`src/rtl/tester_gtx_seq_if.sv`:
```
// Control/status bundle of the GTX loopback test sequencer.
//   slave  : the sequencer side (takes start/abort/config/err_flag, drives the
//            generator controls, status and error counts)
//   master : the controlling side (VIO replacement, testbench)
// Signals:
//   start, abort       single-cycle requests
//   run_len            RUN length in usrclk cycles, latched on accepted start
//   len_ctrl_in        generator length code, latched on accepted start
//   err_flag           per-channel checker error flags (asynchronous)
//   test_len_ctrl      latched length code to the generator
//   test_run_ctrl      traffic enable to the generator
//   gen_rst_n          active-low reset to generator and checkers
//   busy, done, state  sequencer status
//   fail_mask, err_cnt per-channel results
interface tester_gtx_seq_if #(
    parameter int CHNL_NUM = 8,
    parameter int TICK_W   = 32,
    parameter int ERRCNT_W = 16
);
    logic                         start;
    logic                         abort;
    logic [TICK_W-1:0]            run_len;
    logic [7:0]                   len_ctrl_in;
    logic [CHNL_NUM-1:0]          err_flag;
    logic [7:0]                   test_len_ctrl;
    logic                         test_run_ctrl;
    logic                         gen_rst_n;
    logic                         busy;
    logic                         done;
    logic [CHNL_NUM-1:0]          fail_mask;
    logic [CHNL_NUM*ERRCNT_W-1:0] err_cnt;
    logic [2:0]                   state;

    modport slave (
        input  start, abort, run_len, len_ctrl_in, err_flag,
        output test_len_ctrl, test_run_ctrl, gen_rst_n, busy, done,
               fail_mask, err_cnt, state
    );

    modport master (
        output start, abort, run_len, len_ctrl_in, err_flag,
        input  test_len_ctrl, test_run_ctrl, gen_rst_n, busy, done,
               fail_mask, err_cnt, state
    );
endinterface

```
`src/rtl/tester_gtx_seq.sv`:
```
// Test sequencer for the multi-channel GTX loopback tester (txusrclk2 domain).
// On an accepted start it holds the generator/checkers in reset, waits for the
// links to settle, enables traffic for run_len cycles, then drains, while
// counting per-channel checker error edges during RUN and DRAIN.
// Ports:
//   usrclk  txusrclk2, the only clock
//   usrrst  asynchronous active-high reset
//   bus     tester_gtx_seq_if.slave (requests, config, error flags, status)
module tester_gtx_seq #(
    parameter int CHNL_NUM   = 8,
    parameter int RST_CYC    = 16,
    parameter int SETTLE_CYC = 1024,
    parameter int DRAIN_CYC  = 64,
    parameter int TICK_W     = 32,
    parameter int ERRCNT_W   = 16
) (
    input  logic              usrclk,
    input  logic              usrrst,
    tester_gtx_seq_if.slave   bus
);

    typedef enum logic [2:0] {
        S_IDLE   = 3'd0,
        S_RESET  = 3'd1,
        S_SETTLE = 3'd2,
        S_RUN    = 3'd3,
        S_DRAIN  = 3'd4,
        S_DONE   = 3'd5
    } state_t;

    state_t              state_q;
    logic [TICK_W-1:0]   tick_q;
    logic [TICK_W-1:0]   run_len_q;
    logic [7:0]          len_q;
    logic                run_q;
    logic                grst_n_q;
    logic                busy_q;
    logic                done_q;

    logic [CHNL_NUM-1:0] sync1_q;
    logic [CHNL_NUM-1:0] sync2_q;
    logic [CHNL_NUM-1:0] sync3_q;
    logic [CHNL_NUM-1:0] rise;
    logic [ERRCNT_W-1:0] cnt_q [CHNL_NUM];
    logic [CHNL_NUM-1:0] fail_q;

    logic                abort_take;
    logic                start_acc;
    logic                count_en;

    // Abort only acts outside IDLE but still masks a coincident start.
    assign abort_take = bus.abort && (state_q != S_IDLE);
    assign start_acc  = bus.start && !bus.abort &&
                        (state_q == S_IDLE || state_q == S_DONE);
    assign count_en   = (state_q == S_RUN) || (state_q == S_DRAIN);
    assign rise       = sync2_q & ~sync3_q;

    // Phase counter loads (length - 1) on entry and the phase ends at zero.
    always_ff @(posedge usrclk or posedge usrrst) begin
        if (usrrst) begin
            state_q   <= S_IDLE;
            tick_q    <= '0;
            run_len_q <= '0;
            len_q     <= '0;
            run_q     <= 1'b0;
            grst_n_q  <= 1'b0;
            busy_q    <= 1'b0;
            done_q    <= 1'b0;
        end else if (abort_take) begin
            state_q  <= S_IDLE;
            run_q    <= 1'b0;
            grst_n_q <= 1'b1;
            busy_q   <= 1'b0;
            done_q   <= 1'b0;
        end else if (start_acc) begin
            state_q   <= S_RESET;
            run_len_q <= bus.run_len;
            len_q     <= bus.len_ctrl_in;
            tick_q    <= TICK_W'(RST_CYC - 1);
            run_q     <= 1'b0;
            grst_n_q  <= 1'b0;
            busy_q    <= 1'b1;
            done_q    <= 1'b0;
        end else begin
            case (state_q)
                S_IDLE: begin
                    grst_n_q <= 1'b1;
                end
                S_RESET: begin
                    if (tick_q == '0) begin
                        state_q  <= S_SETTLE;
                        grst_n_q <= 1'b1;
                        tick_q   <= TICK_W'(SETTLE_CYC - 1);
                    end else begin
                        tick_q <= tick_q - TICK_W'(1);
                    end
                end
                S_SETTLE: begin
                    if (tick_q == '0) begin
                        if (run_len_q != '0) begin
                            state_q <= S_RUN;
                            run_q   <= 1'b1;
                            tick_q  <= run_len_q - TICK_W'(1);
                        end else begin
                            state_q <= S_DRAIN;
                            tick_q  <= TICK_W'(DRAIN_CYC - 1);
                        end
                    end else begin
                        tick_q <= tick_q - TICK_W'(1);
                    end
                end
                S_RUN: begin
                    if (tick_q == '0) begin
                        state_q <= S_DRAIN;
                        run_q   <= 1'b0;
                        tick_q  <= TICK_W'(DRAIN_CYC - 1);
                    end else begin
                        tick_q <= tick_q - TICK_W'(1);
                    end
                end
                S_DRAIN: begin
                    if (tick_q == '0) begin
                        state_q <= S_DONE;
                        busy_q  <= 1'b0;
                        done_q  <= 1'b1;
                    end else begin
                        tick_q <= tick_q - TICK_W'(1);
                    end
                end
                default: ;
            endcase
        end
    end

    // Two-flop synchronizer, edge-detect flop, saturating per-channel counters.
    always_ff @(posedge usrclk or posedge usrrst) begin
        if (usrrst) begin
            sync1_q <= '0;
            sync2_q <= '0;
            sync3_q <= '0;
            fail_q  <= '0;
            for (int unsigned i = 0; i < CHNL_NUM; i++) begin
                cnt_q[i] <= '0;
            end
        end else begin
            sync1_q <= bus.err_flag;
            sync2_q <= sync1_q;
            sync3_q <= sync2_q;
            for (int unsigned i = 0; i < CHNL_NUM; i++) begin
                fail_q[i] <= (cnt_q[i] != '0);
                if (start_acc) begin
                    cnt_q[i] <= '0;
                end else if (count_en && rise[i] && (cnt_q[i] != '1)) begin
                    cnt_q[i] <= cnt_q[i] + ERRCNT_W'(1);
                end
            end
        end
    end

    logic [CHNL_NUM*ERRCNT_W-1:0] err_flat;

    always_comb begin
        err_flat = '0;
        for (int unsigned i = 0; i < CHNL_NUM; i++) begin
            err_flat[i*ERRCNT_W +: ERRCNT_W] = cnt_q[i];
        end
    end

    assign bus.test_len_ctrl = len_q;
    assign bus.test_run_ctrl = run_q;
    assign bus.gen_rst_n     = grst_n_q;
    assign bus.busy          = busy_q;
    assign bus.done          = done_q;
    assign bus.fail_mask     = fail_q;
    assign bus.err_cnt       = err_flat;
    assign bus.state         = state_q;

endmodule

```
`src/flat_wrapper.sv`:
```
// flat-port wrapper written by rule: the top's interface ports become plain ports
module tester_gtx_seq_flat 
#(
    parameter int CHNL_NUM   = 8,
    parameter int RST_CYC    = 16,
    parameter int SETTLE_CYC = 1024,
    parameter int DRAIN_CYC  = 64,
    parameter int TICK_W     = 32,
    parameter int ERRCNT_W   = 16
)
  (usrclk, usrrst, bus_start, bus_abort, bus_run_len, bus_len_ctrl_in, bus_err_flag, bus_test_len_ctrl, bus_test_run_ctrl, bus_gen_rst_n, bus_busy, bus_done, bus_fail_mask, bus_err_cnt, bus_state);
  tester_gtx_seq_if #(.CHNL_NUM(CHNL_NUM), .TICK_W(TICK_W), .ERRCNT_W(ERRCNT_W)) bus_i ();
  input  logic usrclk;
  input  logic usrrst;
  input wire logic [$bits(bus_i.start)-1:0] bus_start;
  input wire logic [$bits(bus_i.abort)-1:0] bus_abort;
  input wire logic [$bits(bus_i.run_len)-1:0] bus_run_len;
  input wire logic [$bits(bus_i.len_ctrl_in)-1:0] bus_len_ctrl_in;
  input wire logic [$bits(bus_i.err_flag)-1:0] bus_err_flag;
  output wire logic [$bits(bus_i.test_len_ctrl)-1:0] bus_test_len_ctrl;
  output wire logic [$bits(bus_i.test_run_ctrl)-1:0] bus_test_run_ctrl;
  output wire logic [$bits(bus_i.gen_rst_n)-1:0] bus_gen_rst_n;
  output wire logic [$bits(bus_i.busy)-1:0] bus_busy;
  output wire logic [$bits(bus_i.done)-1:0] bus_done;
  output wire logic [$bits(bus_i.fail_mask)-1:0] bus_fail_mask;
  output wire logic [$bits(bus_i.err_cnt)-1:0] bus_err_cnt;
  output wire logic [$bits(bus_i.state)-1:0] bus_state;
  assign bus_i.start = bus_start;
  assign bus_i.abort = bus_abort;
  assign bus_i.run_len = bus_run_len;
  assign bus_i.len_ctrl_in = bus_len_ctrl_in;
  assign bus_i.err_flag = bus_err_flag;
  assign bus_test_len_ctrl = bus_i.test_len_ctrl;
  assign bus_test_run_ctrl = bus_i.test_run_ctrl;
  assign bus_gen_rst_n = bus_i.gen_rst_n;
  assign bus_busy = bus_i.busy;
  assign bus_done = bus_i.done;
  assign bus_fail_mask = bus_i.fail_mask;
  assign bus_err_cnt = bus_i.err_cnt;
  assign bus_state = bus_i.state;
  tester_gtx_seq #(.CHNL_NUM(CHNL_NUM), .RST_CYC(RST_CYC), .SETTLE_CYC(SETTLE_CYC), .DRAIN_CYC(DRAIN_CYC), .TICK_W(TICK_W), .ERRCNT_W(ERRCNT_W)) u_core (.usrclk(usrclk), .usrrst(usrrst), .bus(bus_i));
endmodule
```
`config.mk`:
```
export PLATFORM = sky130hd
export DESIGN_NAME = tester_gtx_seq_flat
export DESIGN_NICKNAME = d
export VERILOG_FILES = /design/src/rtl/tester_gtx_seq_if.sv /design/src/rtl/tester_gtx_seq.sv /design/src/flat_wrapper.sv
export SDC_FILE = /design/constraint.sdc
export NUM_CORES = 1
export LEC_CHECK = 0
export ABC_AREA = 1
export BUFFER_PORTS_ARGS = -buffer_cell sky130_fd_sc_hd__buf_4
export CORE_MARGIN = 2
export CORE_UTILIZATION = 59
export DETAILED_ROUTE_END_ITERATION = 12
export GPL_TIMING_DRIVEN = 1
export HOLD_SLACK_MARGIN = 0.03
export PLACE_DENSITY = 0.82
export SLEW_MARGIN = 20
export SYNTH_ARGS = -nofsm -noshare
export SYNTH_HDL_FRONTEND = slang
export SYNTH_SLANG_ARGS = --single-unit
```
`constraint.sdc`:
```
create_clock -name usrclk -period 9.38 [get_ports usrclk]
set_input_delay 0 -clock usrclk [delete_from_list [all_inputs] [get_ports usrclk]]
set_output_delay 0 -clock usrclk [all_outputs]
set_load 0.01 [all_outputs]
```
# == Word-level counts from Yosys, hierarchy flattened ==
# Cells that the tools add are included.
# totals
reg_bits,239
latchBits,0
ramBits,0
rom_bits,0
out_inout_bits,151
n_memories,0
# op_classes
add_sub_neg,10
n_mul,0
div,0
order_cmp,0
n_eq_ne,19
shift,0
muxes,47
bitwise_logic,3
reduce_logical,54
# ops
operator,count
two-way mux 16 bit,16
two-way mux 32 bit,6
adder 16 x 1 -> 16 bit (second input constant),8
inequality test 16 bit (second input constant),8
case mux 32 bit (4 select lines),1
nonzero test 16 bit,8
subtractor 32 x 1 -> 32 bit (second input constant),2
logical NOT 32 bit,1
nonzero test 32 bit,1
two-way mux 3 bit,7
logical AND 1 bit,19
nonzero test 2 bit,8
two-way mux 1 bit,14
inequality test 4 x 1 -> 1 bit (second input constant),3
case mux 3 bit (4 select lines),1
nonzero test 3 bit,3
AND 8 bit,1
inequality test 4 x 2 -> 1 bit (second input constant),2
NOT 8 bit,1
nonzero test 4 bit,2
== test 3 x 2 -> 1 bit (second input constant),2
== test 3 bit (second input constant),2
AND reduction 2 bit,3
nonzero test 6 bit,1
11 further kinds,13

# == Depth between registers and ports, before layout ==
# Gate-level depths: netlist of the first run.
# depth
depth_word,6
depth_mapped,14

# == Worst setup path before layout of the first run ==
# Ideal clock, no wire load.
# synth_timing
kind,register to register
startpoint,register u_core.tick_q[0]
endpoint,register u_core.tick_q[2]
t_arrival_ns,1.784
required_ns,9.255
setup_slack_ns,7.472
path_stages_with_launch,15
cell_sequence,dfrtp_1 -> inv_1 -> ha_1 -> nand2_2 -> nor2_8 -> nand3_4 -> nor2_8 -> nand2_4 -> nand2_2 -> nand2_2 -> nand2_4 -> buf_6 -> nand2_1 -> inv_1 -> a21oi_1
# synth_via
elab_chain_cells,4
# synth_rtl
element,line_no,text
"start, declared",tester_gtx_seq.sv:32,logic [TICK_W-1:0] tick_q;
"start signal, assigned",tester_gtx_seq.sv:79,tick_q <= TICK_W'(RST_CYC - 1);
"start signal, assigned",tester_gtx_seq.sv:93,tick_q <= TICK_W'(SETTLE_CYC - 1);
"start signal, assigned",tester_gtx_seq.sv:95,tick_q <= tick_q - TICK_W'(1);
subtractor 32 x 1 -> 32 bit or logical NOT 32 bit (tied branches),n/a,
"two-way mux 32 bit, on equally long branches",n/a,
case mux 32 bit (4 select lines),tester_gtx_seq.sv:85,case (state_q)
two-way mux 32 bit,tester_gtx_seq.sv:75,end else if (start_acc) begin
# Several ways; a longest one is shown, not always the timed one. The select of a mux whose other input is x is not followed.
# A chain may end at the register's enable or synchronous reset.

# == Final worst setup path of the first run ==
# layout_timing
startpoint,"register u_core.state_q[1], in the netlist u_core.bus.state[1]"
endpoint,register u_core.tick_q[6]
# layout_via
elab_chain_cells,5
# layout_rtl
element,line_no,text
"start, declared",tester_gtx_seq.sv:31,state_t state_q;
"start signal, assigned",tester_gtx_seq.sv:61,state_q <= S_IDLE;
"start signal, assigned",tester_gtx_seq.sv:70,state_q <= S_IDLE;
"start signal, assigned",tester_gtx_seq.sv:76,state_q <= S_RESET;
== test 3 bit or logical NOT 3 bit (tied branches),tester_gtx_seq.sv:54,(state_q == S_IDLE || state_q == S_DONE);
logical OR 1 bit,tester_gtx_seq.sv:54,
logical AND 1 bit,tester_gtx_seq.sv:53,assign start_acc = bus.start && !bus.abort &&
inequality test 3 x 2 -> 1 bit (no line) or nonzero test 5 bit (tied branches),n/a,
AND reduction 3 bit (no line),n/a,
# Several ways; a longest one is shown, not always the timed one.

==> results.json, run 1 <==
{
  "outcome": "completed",
  "cts_buffer_depth": 3,
  "cpLargestDelayFamily": "simple AND/OR/NAND/NOR gates",
  "antenna_found_initial": 0,
  "synth_edf_count": 0,
  "synth_most_common_cell": "nand2_1",
  "die-area_um2": 26270,
  "vias": 15468,
  "drv_slew": 0,
  "whs_ns": 0.1226,
  "multi_input_area_um2": 7617,
  "area_delta_synth_final_pct": 21.20,
  "synthFlopType": "dfrtp_1",
  "holdPathEnd": "u_core.sync1_q[5]",
  "path_cells": "inv_1 > nand3_4 > nand2_4 > inv_4 > nand2_1 > inv_1 > a31oi_1 > o21ai_0 > nand2_1 > nand2_1 > nand2_1 > nand2_1",
  "final_hold_viol_count": 0,
  "synthTopCellsByArea": "dfrtp_1 41%, nand2_1 15%, nor2_1 6.4%",
  "clock_latency_ns": 0.55,
  "core_area_um2": 24390,
  "ff_latch_area_um2": 5981,
  "grt_pass1_vias": 14573,
  "fin_skew_ns": 0.01592,
  "synth_common_cells": "602 x nand2_1, 253 x nor2_1, 239 x dfrtp_1",
  "crit_top_cell": "nand2_1",
  "hold_depth": 2,
  "critPathKind": "flop to flop",
  "die_y_um": 162.1,
  "yosysWarningCount": 0,
  "grt_util_all_layers": 0.3402,
  "worstMarginPinSlew_ns": 1.113,
  "numPortBuffers": 202,
  "overflow": 0,
  "post_drt_wl_per_cell_um": 16.95,
  "ant_nets": 0,
  "fmax_mhz": 313.3,
  "drc": 0,
  "cp.required_ns": 9.81,
  "ir_drop_uv": 162.8,
  "reg2reg_to": "u_core.tick_q[6]",
  "fin_nets": 2402,
  "arrival_ns": 3.62,
  "drive_gt1_frac": 0.1357,
  "ys_async_sr_fraction": 1.000,
  "cts_buffers": 27,
  "synth_top_cell_by_area": "dfrtp_1",
  "netlist_area_um2": 14740,
  "finalSetupViolations": 0,
  "grt_pass1_wl_um": 73290,
  "synth.distinct_cells": 46,
  "startpoint_type": "flop",
  "synth_top_area_share": 0.4057,
  "power.density_nw_per_um2": 164.4,
  "num_rows": 57,
  "cp_max_fo": 30,
  "rr_worst_depth": 12,
  "start_util": 0.6044,
  "synth-seq-cells": 239,
  "setup-tns-final_ns": 0,
  "grt_setup_unrepaired": "false",
  "totalPowerFinal_uw": 2937,
  "placed_cells": 2576,
  "endpoint_kind": "flop",
  "cp.depth": 12,
  "dp_hpwl_um": 31180,
  "gp_congestion": 0.9497,
  "r2r-start": "u_core.bus.state[1]",
  "cts_tree": "built",
  "cp_slowest_stage_delay_ns": 0.69,
  "post_drt_via_cell_ratio": 5.782,
  "diodes": 0,
  "clk_pin_slew_ns": 0.06,
  "grt_max_degree": 110,
  "p_leak_uw": 0.008629,
  "yosysSeqAreaShare": 0.4057,
  "cp_slowest_cell": "inv_1",
  "pin_count": 203,
  "fillerInstances": 1970,
  "cts_setup_buffers": 0,
  "root_buffer": "clkbuf_16",
  "die_w_um": 162.1,
  "htree_levels": 1,
  "finalCritPeriodShare": 0.3403,
  "cap_violations": 0,
  "synth.avg_cell_area_um2": 7.037,
  "slew_headroom": 0.2499,
  "min_period_ns": 3.192,
  "path_buf_inv": 3,
  "drtIter0Drc": 1488,
  "synthCells": 2095,
  "fin_ws_ns": 6.188,
  "post-place-ws_ns": 6.259,
  "reg2reg_slack_ns": 6.19,
  "holdCritStartpoint": "bus_err_flag[5]",
  "clock_sinks": 239,
  "wl_um": 45340,
  "hold_path.class": "input port to flop",
  "drtPass1Iterations": 6,
  "final_cells": 2675,
  "syn-num-nets": 2165
}
==> per-layer routing <==
layer,track usage,vias to the layer above,wire [µm]
li1,-,7297,-
met4,0.1251,0,1638
met5,0,-,0
met1,0.4645,7176,18620
met3,0.06793,138,4397
met2,0.5416,857,20690
==> cell type report <==
type / count / share of cell area
repair buffers: 258 / 0.1165
inverters: 234 / 0.04979
well taps: 324 / 0.02269
multi-input cells: 1572 / 0.4263
clock buffers: 35 / 0.04118
flip-flops and latches: 239 / 0.3347
clock inverters: 13 / 0.008754
==> how the worst max path moves through the flow <==
stage                                   start               end  slack, ns
after floorplan                        usrrst   u_core.bus.busy       2.82
after detailed placement  u_core.bus.state[1]  u_core.tick_q[6]       6.26
final                     u_core.bus.state[1]  u_core.tick_q[6]       6.19
after global routing      u_core.bus.state[1]  u_core.tick_q[6]       5.89
after global placement    u_core.bus.state[1]  u_core.tick_q[6]       6.33
after CTS                 u_core.bus.state[1]  u_core.tick_q[6]       6.23
==> flip-flops by register name, indices dropped and copies added, names as in the netlist <==
| register | count |
|---|---|
| u_core.sync2_q | 8 |
| u_core.bus.test_run_ctrl | 1 |
| u_core.bus.gen_rst_n | 1 |
| u_core.bus.err_cnt | 128 |
| u_core.bus.test_len_ctrl | 8 |
| u_core.bus.state | 3 |
| u_core.bus.fail_mask | 8 |
| u_core.bus.done | 1 |
| u_core.sync1_q | 8 |
| u_core.run_len_q | 32 |
| u_core.bus.busy | 1 |
| u_core.tick_q | 32 |
| u_core.sync3_q | 8 |
==> worst reg2reg max path: stages (launching register included) <==
cell	delay, ns
dfrtp_1	0.42
inv_1	0.19
nand3_4	0.18
nand2_4	0.27
inv_4	0.09
nand2_1	0.59
inv_1	0.70
a31oi_1	0.32
o21ai_0	0.12
nand2_1	0.08
nand2_1	0.04
nand2_1	0.05
nand2_1	0.05
==> power by group <==
group          internal [µW]  switching (µW)
Sequential              1130             107
Clock                    637             453
Combinational            211             400
==> cells in the final DEF, fill, tap and decap left out, types with 3 or more instances in the layout <==
cell type        n
xor2_1          51
nand3_1        181
bufinv_16        3
nand2_2          8
o21bai_1         7
nor2_1         253
a31oi_1          7
nand2_4          4
nand3b_1         3
nand4_1         47
nor3_4           3
clkbuf_8         3
nor4_1          27
a21oi_1         78
ha_1            18
nor3_2          11
nor2_4           3
o21bai_2         3
xnor2_1          3
nand3_4          4
nor2_2          13
nor3b_1          3
clkbuf_1         5
and3_1           3
dlygate4sd3_1   50
o21a_1           7
nand2_1        602
o21ai_0        129
o21ai_1          7
inv_2            7
o31ai_1          9
nor3_1          76
dfrtp_1        239
buf_4          207
clkinv_2         7
clkbuf_16       27
inv_1          223
==> kinds of logic after synthesis <==
kind of cell | after synthesis | synth area share
simple gates | 1248 | 0.3760
buf+inv | 284 | 0.07800
compound gates | 252 | 0.09294
flops | 239 | 0.4057
xor+xnor | 54 | 0.03208
fa+ha+maj | 18 | 0.01528
==> per-stage QoR <==
step             util  area (µm²)
3_5_place_dp   0.6743       16450
3_3_place_gp   0.6743       16450
2_1_floorplan       -       14740
4_1_cts        0.7314       17840
5_1_grt        0.7325       17870
6_report       0.7325       17870
==> what timing repair did <==
item,in CTS,in global routing
gates resized for setup,0,0
hold buffers,50,0
endpoints found under the hold margin,159,0
Power figures use the tool's default switching activity.
==> inputs of run 2 (changes only) <==
Settings changed: ABC_AREA 1 to 0, CORE_UTILIZATION 59 to 58, PLACE_DENSITY 0.82 to 0.81.
Clock period 9.38 ns to 3.1 ns, I/O delays scaled along.
==> run 2 against run 1 <==
  * Synthesized cell count fell by 33%
  * Via count fell by 23%
  * Count of clock-buffer cells in the layout rose by 2
  * Combinational power rose by 4.7%
  * Largest power group unchanged
  * Worst setup slack got worse by 6.0 ns
==> results.json, run 2 <==
{
  "outcome": "completed",
  "yosysSeqAreaShare": 0.4634,
  "synth_edf_count": 0,
  "post_drt_wl_per_cell_um": 17.90,
  "wl_met1_um": 14870,
  "drtPass1Iterations": 5,
  "die_y_um": 153.2,
  "cpLargestDelayFamily": "simple AND/OR/NAND/NOR gates",
  "drc": 0,
  "die_w_um": 153.2,
  "dp_hpwl_um": 23160,
  "cts_buffer_depth": 3,
  "clock_sinks": 239,
  "hold_path.class": "input port to flop",
  "dr_wl_met3_um": 2552,
  "setup-tns-final_ns": 0,
  "drtIter0Drc": 1281,
  "numPortBuffers": 202,
  "cp.required_ns": 3.52,
  "synth.distinct_cells": 83,
  "synth_top_area_share": 0.4634,
  "syn-num-nets": 1480,
  "cp_slowest_cell": "or3b_2",
  "switching_share": 0.2503,
  "grt_max_degree": 160,
  "finalSetupViolations": 0,
  "critPathKind": "flop to flop",
  "p_leak_uw": 0.007452,
  "post_drt_via_cell_ratio": 6.114,
  "cts_buffers": 26,
  "placed_area_um2": 14780,
  "final_hold_viol_count": 0,
  "slew_headroom": 0.3717,
  "clock_latency_ns": 0.54,
  "fin_skew_ns": 0.01898,
  "pin_count": 203,
  "ant_nets": 0,
  "p_comb_frac": 0.092,
  "grt_pass1_wl_um": 57350,
  "top_layer": "met4",
  "gp_congestion": 0.9327,
  "fin_area_um2": 16120,
  "synthCells": 1410,
  "diodes": 0,
  "synthTopCellsByArea": "dfrtp_1 46%, xor2_1 5.8%, nand2_1 5.6%",
  "cp_slowest_stage_delay_ns": 0.55,
  "synth_common_cells": "239 x dfrtp_1, 194 x nand2_1, 155 x nor2_1",
  "path_cells": "inv_1 > ha_1 > or3b_2 > nor4_1 > buf_4 > nand2_1 > xor2_1 > o22ai_1 > a221o_1",
  "path_buf_inv": 2,
  "placed_cells": 1859,
  "synth_top_cell_by_area": "dfrtp_1",
  "p_switching_uw": 1751,
  "grt_setup_unrepaired": "false",
  "fin_nets": 1728,
  "worstMarginPinSlew_ns": 0.9389,
  "netlist_area_um2": 12900,
  "synth.avg_cell_area_um2": 9.152,
  "start_util": 0.5913,
  "final_common_cell": "dfrtp_1",
  "synth-seq-cells": 239,
  "finalCritPeriodShare": 0.9355,
  "ir_drop_uv": 398.6,
  "drv_slew": 0,
  "core_area_um2": 21820,
  "synthFlopType": "dfrtp_1",
  "largest_reg_flops": 128,
  "wl_met2_um": 16490,
  "arrival_ns": 3.32,
  "fin_ws_ns": 0.2000,
  "endpoint_kind": "flop",
  "root_buffer": "clkbuf_16",
  "vias": 11947,
  "most-common-layout-cells": "239 x dfrtp_1, 227 x buf_4, 194 x nand2_1, 154 x nor2_1, 86 x xor2_1",
  "cts_tree": "built",
  "die-area_um2": 23460,
  "overflow": 0,
  "post-place-ws_ns": 0.2232,
  "htree_levels": 1,
  "final_cells": 1954,
  "synth_most_common_cell": "dfrtp_1",
  "p_int_uw": 5243,
  "ys_async_sr_fraction": 1.000,
  "antenna_found_initial": 0,
  "cp_max_fo": 6,
  "power.density_nw_per_um2": 433.9,
  "fmax_mhz": 344.8,
  "p_clk_frac": 0.425,
  "yosysWarningCount": 0,
  "startpoint_type": "flop",
  "wl_um": 34980,
  "min_period_ns": 2.900,
  "seqPwrFrac": 0.483,
  "grt_pass1_vias": 11214,
  "num_rows": 54,
  "cap_violations": 0,
  "area_delta_synth_final_pct": 24.91,
  "grt_util_all_layers": 0.2925,
  "clk_pin_slew_ns": 0.06,
  "drive_gt1_frac": 0.1828
}
## run 2: layer usage
| metal | GRT usage | up-vias |
|---|---|---|
| met1 | 0.4145 | 5769 |
| met5 | 0 | - |
| met3 | 0.04139 | 83 |
| li1 | - | 5556 |
| met4 | 0.09656 | 0 |
| met2 | 0.4677 | 539 |
## run 2: metrics by stage
step / util / power, µW / hold slack, ns
final: 0.7386 / 6994 / 0.1242
after global routing: 0.7386 / 7258 / 0.1148
after CTS: 0.7382 / 7042 / 0.1045
after detailed placement: 0.6774 / 4012 / 0.1105
after global placement: 0.6774 / 3991 / 0.1100
after floorplan: - / 3774 / 0.03143
## run 2: worst paths after layout
path | from | end | depth (start not counted) | slack (ns)
min in group asynchronous | usrrst | u_core.tick_q[23] | 4 | 0.19
setup reg to reg | u_core.tick_q[0] | u_core.tick_q[18] | 9 | 0.20
hold / removal | bus_err_flag[3] | u_core.sync1_q[3] | 2 | 0.12
hold reg to reg | u_core.sync1_q[3] | u_core.sync2_q[3] | 0 | 0.35
max in group asynchronous | usrrst | u_core.bus.err_cnt[27] | 4 | 2.23
setup / recovery | u_core.tick_q[0] | u_core.tick_q[18] | 9 | 0.20
## run 2: layout make-up
type | count | area, µm²
tap | 280 | 350.3
sequential | 239 | 5981
clock inverter | 7 | 73.82
multi-input combinational | 1071 | 6531
fill | 1602 | 5704
timing repair buffer | 282 | 2295
clock buffer | 37 | 742.0
inverter | 38 | 146.4
## run 2: repair_timing
| item | CTS | global route |
|---|---|---|
| hold endpoints to repair | 295 | 0 |
| endpoints found under the setup margin | 0 | 2 |
| gates resized for setup | 0 | 1 |
| setup buffers | 0 | 0 |
| hold buffers | 51 | 0 |
## run 2: power by group through the flow
stage / Sequential [µW] / Clock, µW / Combinational [µW]
after floorplan: 3410 / 0 / 367
final: 3380 / 2980 / 640
after global placement: 3420 / 0 / 567
after detailed placement: 3430 / 0 / 579
after CTS: 3380 / 3030 / 635
after global routing: 3390 / 3150 / 711
## run 2: cell families after synthesis
logic type,Yosys count,synth area share
xor gates and xnor gates,134,0.09094
AOI/OAI and AO/OA,185,0.09512
adders and majority gates,18,0.01745
buffers and inverters,100,0.03170
and+or+nand+nor,724,0.2936
muxes,10,0.007757
DFF,239,0.4634
